**src/rtl/spi_tx_serializer_pkg.sv**
```systemverilog
// Shared state encoding, widths and output bundle for the SPI transmit serializer.
package spi_tx_serializer_pkg;

   localparam int unsigned WORD_W    = 16;
   localparam int unsigned LEN_W     = 8;
   localparam int unsigned BIT_CNT_W = $clog2(WORD_W);

   typedef enum logic [1:0] {
      IDLE,
      FETCH,
      SHIFT,
      STOP
   } tx_state_t;

   // Line-side outputs, all registered together from the FSM's next-value logic.
   typedef struct packed {
      logic rd_req;
      logic tx_clk;
      logic tx_data;
      logic tx_load;
      logic tx_stop;
      logic busy;
      logic underrun;
   } tx_out_t;

   // Bit-timer counter width; a divide of 1 still needs one counter bit.
   function automatic int unsigned timer_width(input int unsigned div);
      return (div > 1) ? $clog2(div) : 1;
   endfunction

endpackage

```
**src/rtl/spi_tx_serializer_tx_bit_timer.sv**
```systemverilog
// Half-period timer for TX_CLK: ticks every CLK_DIV cycles and tracks the clock level.
module spi_tx_serializer_tx_bit_timer
   import spi_tx_serializer_pkg::*;
#(
   parameter int unsigned CLK_DIV = 4
) (
   input  logic clk,
   input  logic rst_n,
   input  logic run,
   output logic half_tick,
   output logic phase
);

   localparam int unsigned      CNT_W    = timer_width(CLK_DIV);
   localparam logic [CNT_W-1:0] CNT_LAST = CNT_W'(CLK_DIV - 1);

   logic [CNT_W-1:0] cnt;

   assign half_tick = run && (cnt == CNT_LAST);

   // Held cleared outside SHIFT/STOP so every bit and the stop frame start on a low half.
   always_ff @(posedge clk or negedge rst_n) begin
      if (!rst_n) begin
         cnt   <= '0;
         phase <= 1'b0;
      end else if (!run) begin
         cnt   <= '0;
         phase <= 1'b0;
      end else if (cnt == CNT_LAST) begin
         cnt   <= '0;
         phase <= ~phase;
      end else begin
         cnt <= cnt + CNT_W'(1);
      end
   end

endmodule

```
**src/rtl/spi_tx_serializer.sv**
```systemverilog
// Drains 16-bit-word messages from a show-ahead FIFO and emits them MSB-first
// on TX_CLK/TX_DATA with a per-word load strobe and an end-of-message stop frame.
module spi_tx_serializer
   import spi_tx_serializer_pkg::*;
#(
   parameter int unsigned CLK_DIV = 4
) (
   input  logic              clk,
   input  logic              rst_n,
   input  logic              msg_ready,
   input  logic [LEN_W-1:0]  msg_len,
   input  logic [WORD_W-1:0] fifo_q,
   input  logic              fifo_empty,
   output logic              rd_req,
   output logic              tx_clk,
   output logic              tx_data,
   output logic              tx_load,
   output logic              tx_stop,
   output logic              busy,
   output logic              underrun
);

   tx_state_t            state, state_next;
   logic [LEN_W-1:0]     words_left, words_next;
   logic [BIT_CNT_W-1:0] bit_cnt, bit_cnt_next;
   logic [WORD_W-1:0]    shreg, shreg_next;
   tx_out_t              out_q, out_next;

   logic timer_run;
   logic half_tick;
   logic phase;

   assign timer_run = (state == SHIFT) || (state == STOP);

   spi_tx_serializer_tx_bit_timer #(
      .CLK_DIV (CLK_DIV)
   ) tx_bit_timer (
      .clk       (clk),
      .rst_n     (rst_n),
      .run       (timer_run),
      .half_tick (half_tick),
      .phase     (phase)
   );

   // Next-state and next-output logic; outputs reflect the state being entered.
   always_comb begin
      state_next        = state;
      words_next        = words_left;
      bit_cnt_next      = bit_cnt;
      shreg_next        = shreg;
      out_next          = out_q;
      out_next.rd_req   = 1'b0;
      out_next.underrun = 1'b0;

      case (state)
         IDLE: begin
            if (msg_ready && (msg_len != '0)) begin
               words_next    = msg_len;
               out_next.busy = 1'b1;
               state_next    = FETCH;
            end
         end

         FETCH: begin
            if (!fifo_empty) begin
               out_next.rd_req  = 1'b1;
               shreg_next       = fifo_q;
               bit_cnt_next     = BIT_CNT_W'(WORD_W - 1);
               out_next.tx_data = fifo_q[WORD_W-1];
               out_next.tx_load = 1'b0;
               state_next       = SHIFT;
            end else begin
               out_next.underrun = 1'b1;
               out_next.tx_data  = 1'b0;
               out_next.tx_stop  = 1'b1;
               state_next        = STOP;
            end
         end

         SHIFT: begin
            if (half_tick) begin
               if (!phase) begin
                  out_next.tx_clk = 1'b1;
               end else begin
                  out_next.tx_clk = 1'b0;
                  if (bit_cnt != '0) begin
                     bit_cnt_next     = bit_cnt - BIT_CNT_W'(1);
                     shreg_next       = shreg << 1;
                     out_next.tx_data = shreg[WORD_W-2];
                     out_next.tx_load = (bit_cnt == BIT_CNT_W'(1));
                  end else begin
                     out_next.tx_load = 1'b0;
                     words_next       = words_left - LEN_W'(1);
                     if (words_left != LEN_W'(1)) begin
                        state_next = FETCH;
                     end else begin
                        out_next.tx_data = 1'b0;
                        out_next.tx_stop = 1'b1;
                        state_next       = STOP;
                     end
                  end
               end
            end
         end

         STOP: begin
            // Stop frame lasts one full bit period with TX_CLK held low.
            if (half_tick && phase) begin
               out_next.tx_stop = 1'b0;
               out_next.busy    = 1'b0;
               state_next       = IDLE;
            end
         end

         default: begin
            state_next = IDLE;
         end
      endcase
   end

   always_ff @(posedge clk or negedge rst_n) begin
      if (!rst_n) begin
         state <= IDLE;
      end else begin
         state <= state_next;
      end
   end

   always_ff @(posedge clk or negedge rst_n) begin
      if (!rst_n) begin
         words_left <= '0;
         bit_cnt    <= '0;
         shreg      <= '0;
         out_q      <= '0;
      end else begin
         words_left <= words_next;
         bit_cnt    <= bit_cnt_next;
         shreg      <= shreg_next;
         out_q      <= out_next;
      end
   end

   assign rd_req   = out_q.rd_req;
   assign tx_clk   = out_q.tx_clk;
   assign tx_data  = out_q.tx_data;
   assign tx_load  = out_q.tx_load;
   assign tx_stop  = out_q.tx_stop;
   assign busy     = out_q.busy;
   assign underrun = out_q.underrun;

endmodule

```
**config.mk**
```make
export PLATFORM = sky130hd
export DESIGN_NAME = spi_tx_serializer
export DESIGN_NICKNAME = d
export VERILOG_FILES = /design/src/rtl/spi_tx_serializer_pkg.sv /design/src/rtl/spi_tx_serializer_tx_bit_timer.sv /design/src/rtl/spi_tx_serializer.sv
export SDC_FILE = /design/constraint.sdc
export NUM_CORES = 1
export LEC_CHECK = 0
export CORE_ASPECT_RATIO = 1.1
export CORE_MARGIN = 4
export CORE_UTILIZATION = 30
export DETAILED_ROUTE_END_ITERATION = 7
export PLACE_DENSITY = 0.59
export RECOVER_POWER = 100
export SLEW_MARGIN = 30
export SYNTH_ARGS = -nofsm -noshare
export SYNTH_HDL_FRONTEND = slang
export SYNTH_SLANG_ARGS = --single-unit
```
**constraint.sdc**
```tcl
create_clock -name clk -period 2 [get_ports clk]
set_input_delay 0.4 -clock clk [delete_from_list [all_inputs] [get_ports clk]]
set_output_delay 0.4 -clock clk [all_outputs]
set_load 0.01 [all_outputs]
```
**Yosys cells after proc, flatten, opt, wreduce, memory -nomap -nowiden**

Index checks and enable logic that the tools add are counted.

- Bits in registers: 39
- Logic and storage cells: 98

- Add/sub/neg operators: 3
- Equality and inequality tests: 17
- Mux-type cells: 45
- Bitwise operators: 1
- Reductions and logical operators: 19

Operators with widths:

| cell | count |
|---|---|
| 2-to-1 mux 15 bit | 4 |
| 2-to-1 mux 8 bit | 4 |
| case mux 15 bit (2 select lines) | 1 |
| 2-to-1 mux 2 bit | 9 |
| 2-to-1 mux 4 bit | 4 |
| case mux 8 bit (2 select lines) | 1 |
| 2-to-1 mux 1 bit | 15 |
| AND reduction 5 bit | 3 |
| != test 2 bit, second input constant | 7 |
| != test 8 x 1 -> 1 bit, second input constant | 1 |
| case mux 2 bit (4 select lines) | 1 |
| case mux 4 bit (2 select lines) | 1 |
| AND reduction 4 bit | 2 |
| nonzero test 8 bit | 1 |
| subtractor 8 x 1 -> 8 bit, second input constant | 1 |
| AND reduction 7 bit | 1 |
| equality test 2 bit, second input constant | 3 |
| 2-to-1 mux 3 bit | 2 |
| != test 2 x 1 -> 1 bit, second input constant | 3 |
| nonzero test 2 bit | 3 |
| equality test 4 x 1 -> 1 bit, second input constant | 1 |
| case mux 2 bit (2 select lines) | 1 |
| nonzero test 4 bit | 1 |
| subtractor 4 x 1 -> 4 bit, second input constant | 1 |
| other kinds (12) | 14 |

**Logic depth before layout (Yosys ltp)**

Gate-level depths: netlist (run 1).

- Depth in word-level cells: 6
- Mapped depth: 8
- Mapped depth without buffers: 6

**Hierarchy**

A second synthesis (run 1) with hierarchy kept.

- Cell total of the unflattened synthesis: 237
- Area, all modules: 2,306.0 µm²

By module, submodules not included:

| module | times used | cells an instance | area each (µm²) |
|---|---|---|---|
| spi_tx_serializer | 1 | 228 | 2,182.1 |
| spi_tx_serializer_tx_bit_timer | 1 | 9 | 123.9 |

**Least setup slack after synthesis (run 1)**

No wires, ideal clock.

- Path kind: register to register
- From: register state[0]
- To: register words_left[7]
- Arrival: 1,697 ps
- Data required time: 1,874 ps
- Setup slack: 177 ps
- Cell stages (with the launch flop): 8
- Path buffers: 1
- Path through: dfrtp_1 -> inv_1 -> ha_1 -> buf_2 -> nand2_1 -> a21oi_1 -> nor2_1 -> a221o_1

- Word-level cells in the longest chain between the ends: 5
- Elaborated cells on any way between the ends: 12
- Those cells by class: 6 x eq/ne; 1 x mux; 5 x reduce/logical

RTL lines:

| item | line | text |
|---|---|---|
| start: declaration | spi_tx_serializer.sv:23 | `tx_state_t state, state_next;` |
| start signal: assignment | spi_tx_serializer.sv:125 | `state <= state_next;` |
| equality test 2 bit, on equally long branches | spi_tx_serializer.sv:33, spi_tx_serializer.sv:55 |  |
| logical OR 1 bit | spi_tx_serializer.sv:33 | `assign timer_run = (state == SHIFT) \|\| (state == STOP);` |
| logical AND 1 bit | spi_tx_serializer_tx_bit_timer.sv:19 | `assign half_tick = run && (cnt == CNT_LAST);` |
| != test 2 bit (no source line) | -- |  |
| AND reduction 5 bit (no source line) | -- |  |
| end signal: assignment | spi_tx_serializer.sv:136 | `words_left <= words_next;` |
| end: declaration | spi_tx_serializer.sv:24 | `logic [LEN_W-1:0] words_left, words_next;` |

Parallel ways exist; a longest one is shown, timed or not.
A chain may end at the register's enable or synchronous reset.

**Worst setup path after layout (run 1)**

- From: register bit_cnt[1]
- To: register out_q (netlist bit tx_data)

- Word-level cells in the longest chain between the ends: 5
- Elaborated cells on any way between the ends: 7
- Those cells by class: 1 x eq/ne; 4 x mux; 2 x reduce/logical

RTL lines:

| item | line | text |
|---|---|---|
| start: declaration | spi_tx_serializer.sv:25 | `logic [BIT_CNT_W-1:0] bit_cnt, bit_cnt_next;` |
| start signal: assignment | spi_tx_serializer.sv:137 | `bit_cnt <= bit_cnt_next;` |
| nonzero test 4 bit * | spi_tx_serializer.sv:86 | `if (bit_cnt != '0) begin` |
| 2-to-1 mux 2 bit | spi_tx_serializer.sv:86 |  |
| 2-to-1 mux 3 bit | spi_tx_serializer.sv:82 | `if (!phase) begin` |
| 2-to-1 mux 3 bit | spi_tx_serializer.sv:81 | `if (half_tick) begin` |
| case mux 2 bit (2 select lines) | spi_tx_serializer.sv:55 | `case (state)` |
| end signal: assignment | spi_tx_serializer.sv:139 | `out_q <= out_next;` |
| end: declaration | spi_tx_serializer.sv:27 | `tx_out_t out_q, out_next;` |

Every way passes the cells marked *; elsewhere a longest branch is shown, timed or not. The select of a mux whose other input is x is not followed.

==> results.toml, run 1 <==
[placement]
io_buffers = 34
pre_cts_ws_ns = -0.0545
dpl.hpwl_mm = 4.33
gp_congestion = 0.887

[synthesis]
synth_nets = 272
ys.flop_type = "dfrtp_1"
yosysTopAreaCell = "dfrtp_1"
synthesis.area_um2 = 2340
synth_top_cell_area_share = 0.417
syn_inst = 233
ys_async_sr_fraction = 1.00
synth_area_leaders = "dfrtp_1 42%, mux2i_1 7.3%, o21ai_0 6.6%, ha_1 5.9%, inv_1 1.9%"
ys_ff_latch = 39
synth_edf_count = 0
yosysWarnings = 0
synth.yosys.seq_area_share = 0.417
synth.distinct_cells = 59
avgSynthCellArea_um2 = 10.0

[timing]
hold_ws_ns = 0.274
finalSetupViolCount = 0
tightest_slew_ns = 1.04
drv_slew = 0
relSlewSlack = 0.305
finalWorstPathRequiredPeriod_ns = 1.85
rsz0062_at_grt = "no"
worst_slack_ns = 0.151
fmax_mhz = 541
finalCritPeriodShare = 0.925
finalHoldViolCount = 0
fin_skew_ns = 0.00832

[setup_path]
critPathBufInv = 2
slowest_delay_ns = 0.42
cp_cell_sequence = "inv_2 -> ha_2 -> or3b_4 -> clkbuf_4 -> a32o_1 -> mux2_2"
critPathCaptureType = "flop"
startpoint_type = "flop"
crit_required_ns = 2.17
critical-path-top-delay-family = "simple AND/OR/NAND/NOR gates"
critPathMaxFanout = 3
crit_type = "reg2reg"
cp.arrival_ns = 2.02
reg2reg_slack_ns = 0.15
cp_slowest_cell = "or3b_4"

[clocking]
cts_buffer_depth = 2
cts_buffers = 5
postCtsHoldBufs = 0
clkSinkCount = 39
cts_tree = "built"
insertion_delay_ns = 0.28
clk_transition_reported_paths_ns = 0.07
root_buffer = "clkbuf_8"
htreeDepth = 2

[pwr]
internal-power_mw = 2.62
pwr-share-comb = 0.534
power_density_nw_per_um2 = 1370
total_power_mw = 4.36
pwr-share-seq = 0.321
p_sw_mw = 1.74
vdd_drop_max_mv = 0.631
switching_share = 0.399
clkPwrFrac = 0.145
p_leak_nw = 1.36

[cells_and_area]
area_growth_pct = 35.6
design.final.nets = 342
n_antenna_cell = 0
fin_util = 0.422
drive_gt1_frac = 0.228

[route]
ant_nets = 0
drc = 0
finalWirelength_mm = 5.71
route.vias.total = 2024
first_pass_iters = 4
vias_per_cell = 4.96
drt_iter0_drc = 83
avgRoutedWirePerCell_um = 14.0

[global_routing]
track_usage = 0.129
grt_pass1_vias = 2013
grt_max_degree = 20
overflow = 0
antenna_found_initial = 0
grt_pass1_wl_mm = 9.71

[floorplan]
fp-row-count = 33
num_io_pins = 35
initial_utilization = 0.311
core-area_um2 = 7510
die_w_um = 92.2
dieArea_um2 = 9270
dieHeight_um = 101

[worst_hold_path]
hp-class = "in2async"

[run]
cap_violations = 0

[status]
status = "finished, final reports clean"
## worst paths after layout
kind / cells after the start / start / end
max reg2reg: 6 / bit_cnt[1] / tx_data
min: 1 / rst_n / tx_clk
min in group clk: 1 / tx_bit_timer.cnt[0] / tx_bit_timer.cnt[0]
max: 6 / bit_cnt[1] / tx_data
max in group asynchronous: 2 / rst_n / tx_data
min reg2reg: 1 / tx_bit_timer.cnt[0] / tx_bit_timer.cnt[0]
## state kept, by name, indices dropped and copies added (netlist names)
register	count
shreg	15
tx_stop	1
tx_load	1
words_left	8
tx_clk	1
underrun	1
tx_data	1
rd_req	1
bit_cnt	4
tx_bit_timer.phase	1
state	2
busy	1
tx_bit_timer.cnt	2
## metal layers
layer	track usage	routed length, µm
met5	0	0
met2	0.213	2590
met4	0.0389	68
met1	0.167	2740
met3	0.0314	303
## synth_stat cells (all sizes together), types with 3 or more instances
cell and number:
o21ai 33, nor2b 5, mux2i 17, a211oi 4, a21oi 6, nand3 7
a21boi 3, buf 7, ha 11, nand4 5, a41oi 3, and2 4
inv 12, nor4 4, nor2 10, mux2 3, clkbuf 3, nand2 12
nand2b 3, a31o 3, a31oi 3, nor3b 3, dfrtp 39, nor3 4
## stage by stage
step | std cells | TNS, ns | instance area [µm²]
final | 408 | 0 | 3170
after global routing | 408 | 0 | 3170
after CTS | 405 | 0 | 3140
after detailed placement | 398 | -0.121 | 3030
after global placement | 398 | -0.0254 | 3030
after floorplan | 233 | 0 | 2340
## power groups by stage
stage,sequential [mW],combinational [mW],clock (mW)
6_report,1.40,2.33,0.633
5_1_grt,1.45,2.60,0.681
4_1_cts,1.40,2.30,0.650
3_5_place_dp,1.41,2.27,0
3_3_place_gp,1.40,2.25,0
2_1_floorplan,1.38,1.51,0
## kinds of logic after synthesis
logic type / after synthesis / synth area share
buffers and inverters: 22 / 0.0401
multiplexers: 20 / 0.0872
AO/OA/AOI/OAI: 78 / 0.235
AND/OR/NAND/NOR: 62 / 0.158
flip-flops: 39 / 0.417
XOR/XNOR: 1 / 0.00375
adder cells (fa/ha/maj): 11 / 0.0589
## cell type report
class / count / area, µm²
fill: 767 / 4340
multi-input combinational: 172 / 1300
sequential: 39 / 976
timing repair buffer: 73 / 619
tap: 105 / 131
clock buffer: 6 / 72.6
inverter: 12 / 45.0
clock inverter: 1 / 30.0
## placed cells by master (no fill, tap or decap), types with 3 or more instances in the layout
cell type and count:
nor2_1 10, a21oi_1 6, buf_4 35, clkbuf_1 4, nand4_1 4, o21ai_0 31, a211oi_1 3, ha_1 8
inv_1 11, clkbuf_8 5, nand2_1 12, a41oi_1 3, dlygate4sd3_1 7, nand3_1 7, ha_2 3, nor2b_1 5
mux2i_1 17, a31oi_1 3, mux2_2 3, a31o_2 3, nand2b_1 3, nor3_1 4, nor4_1 3, dfrtp_1 39
clkdlybuf4s50_1 26
## what timing repair did
action                                  in CTS  in global routing
pin swaps                                    0                  2
resized for setup                            1                  5
endpoints found under the setup margin       1                 10
setup buffers                                0                  3
cloned                                       0                  0
(Power assumes the default switching activity.)
==> inputs of run 2 (changes only) <==
--- a/config.mk
+++ b/config.mk
@@ -5,13 +5,15 @@
 export SDC_FILE = /design/constraint.sdc
 export NUM_CORES = 1
 export LEC_CHECK = 0
+export ABC_AREA = 1
 export CORE_ASPECT_RATIO = 1.1
 export CORE_MARGIN = 4
 export CORE_UTILIZATION = 30
 export DETAILED_ROUTE_END_ITERATION = 7
-export PLACE_DENSITY = 0.59
+export PLACE_DENSITY = 0.57
 export RECOVER_POWER = 100
 export SLEW_MARGIN = 30
 export SYNTH_ARGS = -nofsm -noshare
 export SYNTH_HDL_FRONTEND = slang
+export SYNTH_HIERARCHICAL = 1
 export SYNTH_SLANG_ARGS = --single-unit
==> constraint.sdc (replaced) <==
create_clock -name clk -period 1.8 [get_ports clk]
set_input_delay 0.36 -clock clk [delete_from_list [all_inputs] [get_ports clk]]
set_output_delay 0.36 -clock clk [all_outputs]
set_load 0.01 [all_outputs]
==> results.toml, run 2 <==
[synthesis]
synth.distinct_cells = 27
ys.flop_type = "dfrtp_1"
synth_most_common_cell = "nand2_1"
yosysTopAreaCell = "dfrtp_1"
synth_compound_area_frac = 0.155
synth_nets = 328
synth_top_cell_area_share = 0.419
synth.yosys.seq_area_share = 0.419
yosysWarnings = 6
avgSynthCellArea_um2 = 8.05
ys_ff_latch = 39
synth.area.mux_share = 0.00430
synthAdderAreaFrac = 0.0591
syn_inst = 289
synth_area_leaders = "dfrtp_1 42%, nand2_1 11%, ha_1 5.9%, inv_1 5.3%, o211ai_2 4.3%"
synthSimpleGateAreaFrac = 0.261
synthXorXnorAreaFrac = 0.00753
synth_edf_count = 0
ys_async_sr_fraction = 1.00
synthTopCellsByCount = "71 x nand2_1, 39 x dfrtp_1, 33 x inv_1"
synthesis.area_um2 = 2330
synth_top_family_by_area = "simple AND/OR/NAND/NOR gates"

[global_routing]
grt_pass1_wl_mm = 8.98
antenna_found_initial = 0
grt_max_degree = 26
overflow = 0
track_usage = 0.121
grt_pass1_vias = 1856

[timing]
finalCritPeriodShare = 1.03
fmax_mhz = 540
tightest_slew_ns = 0.982
fin_skew_ns = 0.00875
hold_ws_ns = 0.191
drv_slew = 0
finalSetupViolCount = 15
relSlewSlack = 0.346
rsz0062_at_grt = "yes"
setup_tns_ns = -0.277
worst_slack_ns = -0.0502
finalWorstPathRequiredPeriod_ns = 1.85
finalHoldViolCount = 0

[clocking]
postCtsHoldBufs = 0
cts_buffers = 5
clk_transition_reported_paths_ns = 0.09
insertion_delay_ns = 0.30
cts_tree = "built"
cts_buffer_depth = 2
root_buffer = "clkbuf_8"
htreeDepth = 2
clkSinkCount = 39

[placement]
dp_cells = 433
pre_cts_ws_ns = -0.0939
post_dp_cell_area_um2 = 2880
gp_congestion = 0.800
dpl.hpwl_mm = 3.68
io_buffers = 34

[pwr]
pwr-share-comb = 0.618
power_density_nw_per_um2 = 1860
clkPwrFrac = 0.126
internal-power_mw = 3.50
p_leak_nw = 1.53
p_sw_mw = 2.58
total_power_mw = 6.08
pwr-share-seq = 0.256
switching_share = 0.425
vdd_drop_max_mv = 0.801

[route]
avgRoutedWirePerCell_um = 12.3
vias_per_cell = 4.48
drt_iter0_drc = 40
finalWirelength_mm = 5.62
route.vias.total = 2038
drc = 0
ant_nets = 0
first_pass_iters = 4

[cells_and_area]
reg_top3 = "shreg: 15 flops, words_left: 8 flops, bit_cnt: 4 flops"
fin_util = 0.436
largest_reg_flops = 15
top_register = "shreg"
final_common_cell = "nand2_1"
final_area_um2 = 3270
area_growth_pct = 40.7
design.final.nets = 388
n_antenna_cell = 0
final_cell_mix = "67 x nand2_1, 39 x dfrtp_1, 33 x clkdlybuf4s50_1"
stdcell_count = 455
drive_gt1_frac = 0.249

[setup_path]
cp_cell_sequence = "inv_2 -> ha_4 -> or2_4 -> nand2_4 -> inv_4 -> a21oi_4 -> inv_2 -> nand2_4 -> nor2_8 -> buf_12 -> o211ai_1 -> o21ai_1"
crit_required_ns = 1.99
critPathCaptureType = "flop"
cp.arrival_ns = 2.04
cp_slowest_cell = "dfrtp_1"
worstSetupPathDepth = 12
slowest_delay_ns = 0.43
rr_worst_depth = 12
startpoint_type = "flop"
critical-path-top-delay-family = "simple AND/OR/NAND/NOR gates"
critPathBufInv = 4
crit_type = "reg2reg"
critPathMaxFanout = 11

[floorplan]
dieHeight_um = 100
num_io_pins = 35
die_w_um = 92.0
dieArea_um2 = 9230
fp-row-count = 33
core-area_um2 = 7510
initial_utilization = 0.310

[worst_hold_path]
hp-class = "in2async"

[status]
violations = "setup timing"
status = "finished with violations"

[run]
cap_violations = 0
[run 2: cell count changes in the layout (fill, tap and decap cells not counted), sizes merged, moves of 5 or more]
| cell | before | now |
|---|---|---|
| nor2 | 10 | 26 |
| nor2b | 5 | 0 |
| nand2 | 12 | 82 |
| nand3 | 7 | 18 |
| mux2i | 17 | 1 |
| inv | 12 | 38 |
| buf | 35 | 24 |
| dlygate4sd3 | 7 | 0 |
| clkdlybuf4s50 | 26 | 33 |
| o211ai | 2 | 10 |
[run 2: logic make-up (layout without fill, tap and decap cells)]
family,count (synthesis),count (layout)
flip-flops,39,39
buffers and inverters,48,108
AND/OR/NAND/NOR,134,135
AO/OA/AOI/OAI,54,54
adder cells (fa/ha/maj),11,11
multiplexers,1,1
XOR/XNOR,2,2
[run 2: power groups by stage]
stage / clock network [mW] / logic, mW / registers, mW
3_3_place_gp: 0 / 2.79 / 1.56
6_report: 0.765 / 3.76 / 1.56
2_1_floorplan: 0 / 2.16 / 1.54
4_1_cts: 0.782 / 3.01 / 1.55
3_5_place_dp: 0 / 2.84 / 1.57
5_1_grt: 0.816 / 4.20 / 1.62
[run 2: final timing paths]
path	startpoint	end	slack, ns
worst min register to register	tx_bit_timer/cnt[0]	tx_bit_timer/cnt[0]	0.43
max in group asynchronous	rst_n	shreg[4]	0.47
worst max register to register	state[0]	shreg[6]	-0.05
worst max-delay path	state[0]	shreg[6]	-0.05
min in group clk	tx_bit_timer/cnt[0]	tx_bit_timer/cnt[0]	0.43
worst min-delay path	rst_n	state[0]	0.19
[run 2: area by class of cell]
class	instances	area (µm²)
Timing Repair Buffer	62	643
Clock buffer	5	68.8
Fill cell	768	4240
Tap cell	105	131
Clock inverter	3	43.8
Sequential cell	39	976
Multi-Input combinational cell	203	1260
Inverter	38	150
[run 2: repair_timing]
| item | CTS | global route |
|---|---|---|
| pin swaps | 2 | 7 |
| cloned | 1 | 4 |
| resized for setup | 2 | 26 |
| endpoints found under the setup margin | 26 | 30 |
| setup buffers | 2 | 7 |
[run 2: routing by layer]
layer / part of all wire / global-route usage / up-vias
li1: - / - / 1054
met1: 0.47 / 0.172 / 943
met2: 0.47 / 0.181 / 34
met3: 0.042 / 0.0277 / 7
met4: 0.013 / 0.0446 / 0
met5: 0 / 0 / -
==> inputs of run 3 (changes only) <==
==> constraint.sdc (replaced) <==
create_clock -name clk -period 2 [get_ports clk]
set_input_delay 0.4 -clock clk [delete_from_list [all_inputs] [get_ports clk]]
set_output_delay 0.4 -clock clk [all_outputs]
set_load 0.01 [all_outputs]
==> results.toml, run 3 (same netlist as run 2, synthesis figures left out) <==
[status]
status = "finished, final reports clean"

[floorplan]
die_w_um = 92.0
dieHeight_um = 100
num_io_pins = 35
core-area_um2 = 7510
initial_utilization = 0.310
dieArea_um2 = 9230
fp-row-count = 33

[clocking]
clk_transition_reported_paths_ns = 0.08
htreeDepth = 2
root_buffer = "clkbuf_8"
cts_buffers = 5
insertion_delay_ns = 0.29
clkSinkCount = 39
post_cts_buffers = 0
cts_tree = "built"
cts_buffer_depth = 2

[setup_path]
critPathMaxFanout = 9
crit_required_ns = 2.22
crit_start = "state[1]"
reg2reg_slack_ns = 0.15
rr_worst_depth = 12
startpoint_type = "flop"
cp_slowest_cell = "dfrtp_1"
r2r-start = "state[1]"
crit_type = "reg2reg"
rr_endpoint = "words_left[2]"
slowest_delay_ns = 0.45
critical-path-top-delay-family = "simple AND/OR/NAND/NOR gates"
critPathCaptureType = "flop"
cp.arrival_ns = 2.07
cp_cell_sequence = "ha_2 -> or2_4 -> nand2_1 -> inv_1 -> a21oi_2 -> inv_2 -> nand2_2 -> nor2_4 -> nand2_4 -> buf_12 -> nand2_1 -> o21ai_2"
crit_top_cell = "nand2_1"
critPathBufInv = 3

[route]
drc = 0
drt_iter0_drc = 39
finalWirelength_mm = 4.99
route.vias.total = 1932
vias_per_cell = 4.43
first_pass_iters = 4
ant_nets = 0
avgRoutedWirePerCell_um = 11.4

[placement]
io_buffers = 34
gp_congestion = 0.825
dpl.hpwl_mm = 3.72

[timing]
finalCritPeriodShare = 0.925
finalHoldViolCount = 0
drv_slew = 0
fmax_mhz = 541
tightest_slew_ns = 1.00
finalWorstPathRequiredPeriod_ns = 1.85
rsz0062_at_grt = "no"
fin_skew_ns = 0.00775
finalSetupViolCount = 0
relSlewSlack = 0.330
setup_tns_ns = 0

[cells_and_area]
final_cell_mix = "73 x nand2_1, 38 x dfrtp_1, 32 x inv_1"
n_antenna_cell = 0
largest_reg_flops = 15
drive_gt1_frac = 0.163
fillCellCount = 794
design.final.nets = 369
top_register = "shreg"
area_growth_pct = 27.0
reg_top3 = "shreg: 15 flops, words_left: 8 flops, bit_cnt: 4 flops"
final_common_cell = "nand2_1"
fin_util = 0.393

[pwr]
power_density_nw_per_um2 = 1550
vdd_drop_max_mv = 0.624
p_leak_nw = 1.39

[run]
cap_violations = 0

[global_routing]
grt_pass1_wl_mm = 8.38
overflow = 0
track_usage = 0.113
antenna_found_initial = 0
grt_pass1_vias = 1817
grt_max_degree = 40

[worst_hold_path]
hp-class = "in2async"
-- run 3: changes by cell type in the layout (fill, tap and decap cells not counted), sizes merged --
cell,before,now
buf,24,9
clkdlybuf4s50,33,26
dlygate4sd3,0,7
clkbuf,10,8
clkinv,2,1
nor2,26,25
-- run 3: per-layer routing --
metal / vias to the layer above / global-route usage / routed length, µm
met4: 0 / 0.0377 / 63
met3: 5 / 0.0292 / 245
met1: 876 / 0.147 / 2390
met5: - / 0 / 0
li1: 1012 / - / -
met2: 39 / 0.184 / 2290
-- run 3: report_power, final --
part           switching [mW]  internal [mW]
combinational            1.44           1.06
sequential              0.224           1.17
clock                   0.295          0.404
-- run 3: per-stage QoR --
stage / area, µm² / total power, mW / setup WS (ns) / cells / hold WS (ns)
final: 2960 / 4.59 / 0.151 / 436 / 0.324
after CTS: 2970 / 4.73 / 0.0981 / 436 / 0.170
after global routing: 2960 / 5.05 / 0.0145 / 436 / 0.453
after detailed placement: 2850 / 4.01 / 0.116 / 428 / 0.424
after floorplan: 2360 / 3.33 / 0.0163 / 289 / 0.104
after global placement: 2850 / 3.97 / 0.157 / 428 / 0.418
-- run 3: what timing repair did --
item                       4_1_cts  5_1_grt
hold buffers                     0        0
gates resized for setup          0        6
setup endpoints to repair        0       10
-- run 3: cell type report --
class,instances,area (µm²),area share
multi-input cells,202,1150,0.388
flip-flops and latches,39,977,0.331
repair buffers,44,442,0.149
inverters,38,143,0.0482
well taps,105,131,0.0444
clock buffers,6,82.6,0.0279
clock inverters,2,35.0,0.0118
-- run 3: how the worst max path moves through the flow --
stage,endpoint,slack (ns),cells past startpoint
after global placement,words_left[0],0.16,12
after global routing,words_left[3],0.01,12
after detailed placement,words_left[0],0.12,12
final,words_left[2],0.15,12
after CTS,words_left[0],0.1,12
after floorplan,bit_cnt[0],0.02,14
